`src/rtl/counter_74161_n.sv`:
```
// counter_74161_n: synchronous modulo-N up/down counter in the style of the
// 74161/74163 family. It has a synchronous clear, a synchronous parallel load,
// and two count enables: ENP gates counting only, while ENT gates both counting
// and RCO so that stages can be cascaded. RCO is combinational from Q, ENT and
// UP. TCP is a registered one-cycle pulse that follows every count wrap.
module counter_74161_n #(
    parameter int              WIDTH   = 4,
    parameter longint unsigned MODULUS = 64'd16
) (
    input  logic             C,
    input  logic             nR,
    input  logic             nCLR,
    input  logic             nLOAD,
    input  logic             ENP,
    input  logic             ENT,
    input  logic             UP,
    input  logic [WIDTH-1:0] D,
    output logic [WIDTH-1:0] Q,
    output logic             RCO,
    output logic             TCP
);

    // Terminal value for counting up, and constants used by the wrap arithmetic.
    localparam logic [WIDTH-1:0] MAX_VAL  = WIDTH'(MODULUS - 64'd1);
    localparam logic [WIDTH-1:0] ZERO_VAL = WIDTH'(0);
    localparam logic [WIDTH-1:0] ONE_VAL  = WIDTH'(1);
    // The modulus is one bit wider than Q, so that MODULUS = 2^WIDTH is representable.
    localparam logic [WIDTH:0]   MOD_EXT  = (WIDTH + 1)'(MODULUS);

    // Reject illegal parameter values at elaboration time.
    generate
        if ((WIDTH < 1) || (WIDTH > 32)) begin : g_bad_width
            $error("counter_74161_n: WIDTH must be in 1..32");
        end
        if ((MODULUS < 64'd2) || (MODULUS > (64'd1 << WIDTH))) begin : g_bad_modulus
            $error("counter_74161_n: MODULUS must be in 2..2^WIDTH");
        end
    endgenerate

    logic [WIDTH-1:0] q_q;
    logic [WIDTH-1:0] q_d;
    logic             tcp_q;
    logic             tcp_d;
    logic             count_en_s;

    // Increment with wrap at MODULUS-1. Any value at or above the terminal
    // value also returns to zero, so Q can never leave the legal range.
    function automatic logic [WIDTH-1:0] step_up(input logic [WIDTH-1:0] v);
        logic [WIDTH-1:0] r;
        if (v >= MAX_VAL) begin
            r = ZERO_VAL;
        end else begin
            r = v + ONE_VAL;
        end
        return r;
    endfunction

    // Decrement with wrap from zero to MODULUS-1. Any out-of-range value is
    // pulled back to the terminal value.
    function automatic logic [WIDTH-1:0] step_down(input logic [WIDTH-1:0] v);
        logic [WIDTH-1:0] r;
        if ((v == ZERO_VAL) || (v > MAX_VAL)) begin
            r = MAX_VAL;
        end else begin
            r = v - ONE_VAL;
        end
        return r;
    endfunction

    // Load data is accepted only when it lies below the modulus; any other value loads zero.
    function automatic logic [WIDTH-1:0] load_value(input logic [WIDTH-1:0] v);
        logic [WIDTH-1:0] r;
        if ({1'b0, v} < MOD_EXT) begin
            r = v;
        end else begin
            r = ZERO_VAL;
        end
        return r;
    endfunction

    // Reports whether a count from v in direction up_i crosses the wrap point.
    function automatic logic at_terminal(input logic [WIDTH-1:0] v, input logic up_i);
        logic r;
        if (up_i) begin
            r = (v == MAX_VAL);
        end else begin
            r = (v == ZERO_VAL);
        end
        return r;
    endfunction

    assign count_en_s = ENP & ENT;

    // Next-state selection: clear, then load, then count, then hold.
    always_comb begin
        q_d   = q_q;
        tcp_d = 1'b0;
        if (!nCLR) begin
            q_d   = ZERO_VAL;
            tcp_d = 1'b0;
        end else if (!nLOAD) begin
            q_d   = load_value(D);
            tcp_d = 1'b0;
        end else if (count_en_s) begin
            if (UP) begin
                q_d = step_up(q_q);
            end else begin
                q_d = step_down(q_q);
            end
            tcp_d = at_terminal(q_q, UP);
        end else begin
            q_d   = q_q;
            tcp_d = 1'b0;
        end
    end

    // State registers. nR aborts any pending operation immediately.
    always_ff @(posedge C or negedge nR) begin
        if (!nR) begin
            q_q   <= ZERO_VAL;
            tcp_q <= 1'b0;
        end else begin
            q_q   <= q_d;
            tcp_q <= tcp_d;
        end
    end

    assign Q   = q_q;
    assign TCP = tcp_q;
    // Carry/borrow out follows UP and ENT combinationally, for cascading stages.
    assign RCO = ENT & at_terminal(q_q, UP);

endmodule

```
`config.mk`:
```
export PLATFORM = sky130hd
export DESIGN_NAME = counter_74161_n
export DESIGN_NICKNAME = d
export VERILOG_FILES = /design/src/rtl/counter_74161_n.sv
export SDC_FILE = /design/constraint.sdc
export NUM_CORES = 1
export LEC_CHECK = 0
export ABC_AREA = 1
export CORE_AREA = 2 2 39 41
export DETAILED_ROUTE_END_ITERATION = 8
export DIE_AREA = 0 0 41 43
export REMOVE_ABC_BUFFERS = 1
export SETUP_SLACK_MARGIN = 0.15
export SYNTH_ARGS = -nofsm -noshare
export SYNTH_HDL_FRONTEND = slang
export SYNTH_SLANG_ARGS = --single-unit
```
`constraint.sdc`:
```
create_clock -name C -period 1.8 [get_ports C]
set_clock_uncertainty 0.2 [all_clocks]
set_input_delay 0.18 -clock C [delete_from_list [all_inputs] [get_ports C]]
set_output_delay 0.18 -clock C [all_outputs]
set_load 0.01 [all_outputs]
```
==> reports/summary.txt, run 1 <==
Status: complete, no violations
Fin. Hold Viols: 0
Largest net degree at the start of global routing: 7
Sink Count: 5
Final setup violation count: 0
GRT Resource Usage Total: 15.22%
Pwr per Cell Area: 605.5 nW/um2
Antenna viol nets, final: 0
Synth Flop Type: dfrtp_1
Mapped Area: 415.4 um2
Kind of critical path: reg2out
Vias/cell: 4.595
Routed wire length: 1.148 mm
Design Area, Final: 747.0 um2
CP startpoint: Q[1]$_DFFE_PN0P_
Avg Cell Area, Syn: 6.391 um2
Finished Core Util: 53.98%
Final min period: 1671 ps
Flop pwr share: 29.3%
Clock power share: 29.0%
Initial DRC Count: 5
Sw power: 0.1501 mW
Share of layout cells above drive strength 1: 29.00%
Largest stage delay, worst path: 370 ps
Largest cells by area after synthesis: dfrtp_1, nand2_1, ha_1, inv_1, nor2_1
Clock tree from TritonCTS: built
Async S/R FF share, synth: 100.0%
Cell mode on critical path: nand2_2
Worst vdd ir: 0.2470 mV
Sw frac: 33.20%
Synth Register Bits: 5
CP endpoint: RCO
Cells after Synth: 65
Clock root buffer: clkbuf_4
Synth top area share: 30.12%
Drc violations: 0
Core area: 1384 um2
Area growth syn-to-layout: 79.82%
Chip height: 43 um
Critical Path Slowest Stage Cell: dfrtp_1
Grt ovf: 0
CP endpoint kind: primary output
Reg2reg start: Q[1]$_DFFE_PN0P_
Combinational power share: 41.7%
Via Count: 533
Max Cap Viol: 0
CTS Buffer Depth: 2
Leakage power: 0.4001 nW
Number of diodes: 0
Nets: 115
Clock Pin Slew Worst Setup and Hold Paths: 50 ps
Ports: 17
Critical Path Start Type: register
Max-slew violations: 0
Rows: 14
Period utilization: 92.85%
First-pass GRT wire length: 1.876 mm
Worst-Margin Slew: 212.1 ps
Worst min-delay path class: in2reg
Cell internal pwr: 0.3021 mW
Dpl cell area: 680.7 um2
Count leader, synth: nand2_1
CTS H-tree lvls: 1
Routed length per instance: 9.897 um
R2r endpoint: Q[3]$_DFFE_PN0P_
Vias in the first global route: 498
GP Congestion: 0.8420
CP max FO: 3
Largest area contributor in the netlist: dfrtp_1
Yosys cell types: 17
Post-synth EDFFs: 0
Clock latency on the worst-skew pair: 250 ps
Cell-by-cell trace of the critical path: ha_2, nand2_2, o21ai_2, nand2_2, nor2_2, buf_2
FF-to-FF path depth: 10
Initial antenna violation count: 0
Relative slew slack: 85.82%
Synth warnings: 0
Crit path required time: 1420 ps
Die width: 41 um
Hpwl dp: 884.2 um
Die Area: 1763 um2
Reg2reg setup slack: 270 ps
Fmax: 598.4 MHz
CP arrival: 1290 ps
I/O Buffers: 16
RSZ-0062 raised after global routing: true
CTS buffer count: 3
Pre-antenna DRT Iters: 4
Post-synthesis sequential area ratio: 30.12%
Starting Density: 30.02%
Synth cell count leaders: nand2_1, inv_1, nor2_1
## state kept, by name (all words and copies together) (netlist names)
signal	flops
TCP	1
Q	4
## cell type report
type / instances / area, um2
timing repair buffer: 32 / 272.8
tap: 16 / 20.02
inverter: 9 / 33.78
multi-input combinational: 50 / 267.8
sequential: 5 / 125.1
clock inverter: 1 / 5.005
fill: 139 / 636.9
clock buffer: 3 / 22.52
## routing by layer
layer / track usage (%) / part of all wire, %
met4: 8.000 / 0
met1: 20.85 / 45
met3: 1.571 / 4.1
met2: 22.50 / 51
met5: 0 / 0
## power by group through the flow
stage,combinational (mW),clock (mW),sequential (mW)
2_1_floorplan,0.0674,0,0.143
3_3_place_gp,0.179,0,0.134
3_5_place_dp,0.179,0,0.134
4_1_cts,0.181,0.133,0.132
5_1_grt,0.211,0.150,0.134
6_report,0.189,0.131,0.132
## kinds of logic after synthesis
group | after synthesis | share of synthesized area (%)
compound gates | 10 | 13.85
buf+inv | 10 | 9.336
fa+ha+maj | 3 | 9.037
flops | 5 | 30.12
simple gates | 36 | 35.54
xor+xnor | 1 | 2.109
## per-stage QoR
| stage | hold WS (ps) | power [mW] | setup slack (ps) | TNS (ps) | instances |
|---|---|---|---|---|---|
| 2_1_floorplan | -315.6 | 0.2108 | 274.1 | 0 | 64 |
| 3_3_place_gp | 211.4 | 0.3129 | -144.7 | -144.7 | 108 |
| 3_5_place_dp | 214.0 | 0.3130 | -150.0 | -150.0 | 108 |
| 4_1_cts | 326.4 | 0.4469 | 107.6 | 0 | 115 |
| 5_1_grt | 321.9 | 0.4955 | 10.89 | 0 | 116 |
| 6_report | 330.0 | 0.4523 | 128.8 | 0 | 116 |
## what timing repair did
| item | CTS | global route |
|---|---|---|
| hold endpoints to repair | 5 | 0 |
| hold buffers | 1 | 0 |
| endpoints found under the setup margin | 5 | 2 |
| gates cloned | 0 | 0 |
| buffers inserted | 2 | 1 |
| gates resized for setup | 10 | 4 |
| pin swaps | 1 | 1 |
## how the worst min path moves through the flow
| stage | startpoint | end | slack [ps] | cells past startpoint |
|---|---|---|---|---|
| CTS | ENP | TCP$_DFF_PN0_ | 330 | 3 |
| finish | ENP | TCP$_DFF_PN0_ | 330 | 3 |
| global route | ENP | TCP$_DFF_PN0_ | 320 | 3 |
| detailed placement | nR | TCP$_DFF_PN0_ | 210 | 1 |
| floorplan | nR | Q[0]$_DFFE_PN0P_ | -320 | 0 |
| global placement | nR | TCP$_DFF_PN0_ | 210 | 1 |
## cell usage in the layout (no fill, tap or decap), types with 2 or more instances in the layout
| cell | instances |
|---|---|
| dfrtp_1 | 5 |
| nand3_1 | 5 |
| nand2_2 | 4 |
| clkbuf_4 | 3 |
| o21ai_0 | 2 |
| clkdlybuf4s50_1 | 11 |
| o21ai_1 | 4 |
| inv_1 | 8 |
| nor2_1 | 7 |
| ha_1 | 2 |
| dlygate4sd2_1 | 4 |
| buf_4 | 15 |
| nand2_1 | 17 |
## worst max-delay path, delay by kind of cell (launching register included)
family | cells | cell delay (ps)
compound gates | 1 | 130
fa+ha+maj | 1 | 200
buf+inv | 1 | 130
flops | 1 | 370
simple gates | 3 | 220
Note: power is estimated with default switching activity, not from simulation.
==> inputs of run 2 (changes only) <==
--- a/config.mk
+++ b/config.mk
@@ -6,9 +6,9 @@
 export NUM_CORES = 1
 export LEC_CHECK = 0
 export ABC_AREA = 1
-export CORE_AREA = 2 2 39 41
+export CORE_AREA = 10 10 47 49
 export DETAILED_ROUTE_END_ITERATION = 8
-export DIE_AREA = 0 0 41 43
+export DIE_AREA = 0 0 57 59
 export REMOVE_ABC_BUFFERS = 1
 export SETUP_SLACK_MARGIN = 0.15
 export SYNTH_ARGS = -nofsm -noshare
==> run 2 against run 1 <==
Compared with the run above:
- core utilization decreased by 1.2 points
- global-route usage decreased by 7.0 points
- cell area decreased by 1.0%
- sequential share of layout area increased by 0.17 points
- flip-flop and latch count unchanged
- clock-buffer cell count increased by 1
- setup slack got worse by 33 ps
- highest routed layer is now met4
- maximum frequency decreased by 1.9%
- final cell count unchanged
- first-iteration DRC count increased by 40%
- worst hold slack got worse by 11 ps
==> reports/summary.txt, run 2 (same netlist as run 1, synthesis figures left out) <==
CTS Buffer Depth: 2 (unchanged)
Die width: 57 um (+39%)
Routed length per instance: 11.25 um (+14%)
Critical Path Start Type: register
Worst vdd ir: 0.2242 mV (-9.2%)
Max-slew violations: 0 (unchanged)
Setup TNS: 0 ps (unchanged)
Clock root buffer: clkbuf_4
Cell-by-cell trace of the critical path: ha_2, nand2_2, o21ai_2, nand2_1, nor2_1, buf_2
Routed wire length: 1.305 mm (+14%)
Final setup violation count: 0 (unchanged)
Via Count: 522 (-2.1%)
Starting Density: 29.64% (-0.38 points)
Largest net degree at the start of global routing: 6 (-1)
Status: complete, no violations
CP arrival: 1320 ps (+30 ps)
Max reg flops: 4 (unchanged)
Clock latency on the worst-skew pair: 250 ps (about the same)
Fmax: 586.9 MHz (-1.9%)
First-pass GRT wire length: 2.187 mm (+17%)
Final min period: 1704 ps (+32.69 ps)
CTS H-tree lvls: 1 (unchanged)
Vias in the first global route: 495 (-0.60%)
Kind of critical path: reg2out
Pre-antenna DRT Iters: 4 (unchanged)
Share of layout cells above drive strength 1: 25.00% (-4.0 points)
CP max FO: 3 (unchanged)
Worst hold slack: 318.6 ps (-11.36 ps)
Ports: 17 (unchanged)
Reg area: 125.1 um2 (unchanged)
Fin. Hold Viols: 0 (unchanged)
Critical Path Slowest Stage Cell: dfrtp_1
Fillers: 148 (+6.5%)
Grt ovf: 0 (unchanged)
Worst min-delay path class: in2reg
Clock Pin Slew Worst Setup and Hold Paths: 50 ps (about the same)
Area of the multi-input gates: 260.3 um2 (-2.8%)
Antenna viol nets, final: 0 (unchanged)
Crit path required time: 1420 ps (about the same)
Initial DRC Count: 7 (+2)
GRT Resource Usage Total: 8.222% (-7.0 points)
Period utilization: 94.66% (+1.8 points)
Area growth syn-to-layout: 78.01%
Hpwl dp: 1.072 mm (+21%)
Post-Layout Cell Count: 116 (unchanged)
Commonest non-fill, non-tap cell in the layout: nand2_1
Clock tree from TritonCTS: built
Core area: 1401 um2 (+1.3%)
CTS buffer count: 3 (unchanged)
CP endpoint kind: primary output
Sink Count: 5 (unchanged)
Relative slew slack: 84.02% (-1.8 points)
Most frequent cells in the layout: nand2_1, buf_4, clkdlybuf4s50_1
Worst-Margin Slew: 238.9 ps (+26.81 ps)
Largest stage delay, worst path: 380 ps (about the same)
Nets: 115 (unchanged)
Rows: 14 (unchanged)
Pwr Total: 0.4654 mW (+2.9%)
Leakage power: 0.3941 nW (-1.5%)
Worst setup slack after placement: -103.8 ps (+46.21 ps)
RSZ-0062 raised after global routing: true
Initial antenna violation count: 0 (unchanged)
DP Cell Count: 108 (unchanged)
Fin worst setup slack: 96.08 ps (-32.69 ps)
Chip height: 59 um (+37%)
Pwr per Cell Area: 629.3 nW/um2 (+3.9%)
GP Congestion: 0.8102 (-3.8%)
I/O Buffers: 16 (unchanged)
Vias/cell: 4.500 (-2.1%)
Die Area: 3363 um2 (+91%)
Number of diodes: 0 (unchanged)
Drc violations: 0 (unchanged)
Max Cap Viol: 0 (unchanged)
## run 2: cell types whose count changed in the layout (fill, tap and decap cells not counted)
cell             before  now
nor2_2                1    0
clkbuf_1              0    1
nand2_2               4    2
clkdlybuf4s50_1      11   12
dlygate4sd2_1         4    3
clkinv_2              1    0
nand2_1              17   19
nor2_1                7    8
## run 2: metal layers
metal / global-route usage, % / wire length, um / vias to the layer above
li1: - / - / 277
met1: 9.178 / 594 / 223
met2: 12.25 / 589 / 20
met3: 2.790 / 97 / 2
met4: 7.047 / 23 / 0
met5: 0 / 0 / -
## run 2: final cells by class
type | instances | share of cell area (%)
sequential | 5 | 16.92
clock buffer | 4 | 3.553
tap | 16 | 2.707
inverter | 9 | 4.569
multi-input combinational | 50 | 35.19
timing repair buffer | 32 | 37.06
## run 2: critical path: cells and delay by family, from the launching register on
family                   cells  cell delay [ps]
buffers and inverters        1              130
flip-flops                   1              380
AND/OR/NAND/NOR              3              240
AO/OA/AOI/OAI                1              120
adder cells (fa/ha/maj)      1              200
## run 2: timing repair
item                                    4_1_cts  5_1_grt
hold endpoints to repair                      5        0
resized for setup                             8        2
pin swaps                                     0        4
endpoints found under the setup margin        5        1
setup buffers                                 3        0
cloned                                        0        0
hold buffers                                  1        0
## run 2: final timing paths
| check | start | endpoint | slack, ps | depth (start not counted) |
|---|---|---|---|---|
| setup / recovery | Q[0]$_DFFE_PN0P_ | RCO | 100 | 6 |
| hold / removal | ENP | TCP$_DFF_PN0_ | 320 | 3 |
| setup reg to reg | Q[0]$_DFFE_PN0P_ | Q[2]$_DFFE_PN0P_ | 260 | 8 |
| hold reg to reg | Q[2]$_DFFE_PN0P_ | Q[2]$_DFFE_PN0P_ | 400 | 3 |
| max in group asynchronous | nR | Q[1]$_DFFE_PN0P_ | 710 | 2 |
| min in group asynchronous | nR | Q[2]$_DFFE_PN0P_ | 490 | 2 |
## run 2: power by group
group          leakage (nW)  switching, mW  internal, mW  total [mW]
clock network        0.0150         0.0540        0.0843       0.138
registers            0.0652        0.00855         0.123       0.131
logic                 0.314         0.0909         0.105       0.196
total                 0.394          0.153         0.312       0.465
## run 2: stage by stage
stage          utilization (%)  cell area, um2
6_report                 52.77           739.5
2_1_floorplan                -           410.4
3_5_place_dp             48.57           680.7
5_1_grt                  52.77           739.5
3_3_place_gp             48.57           680.7
4_1_cts                  52.32           733.2
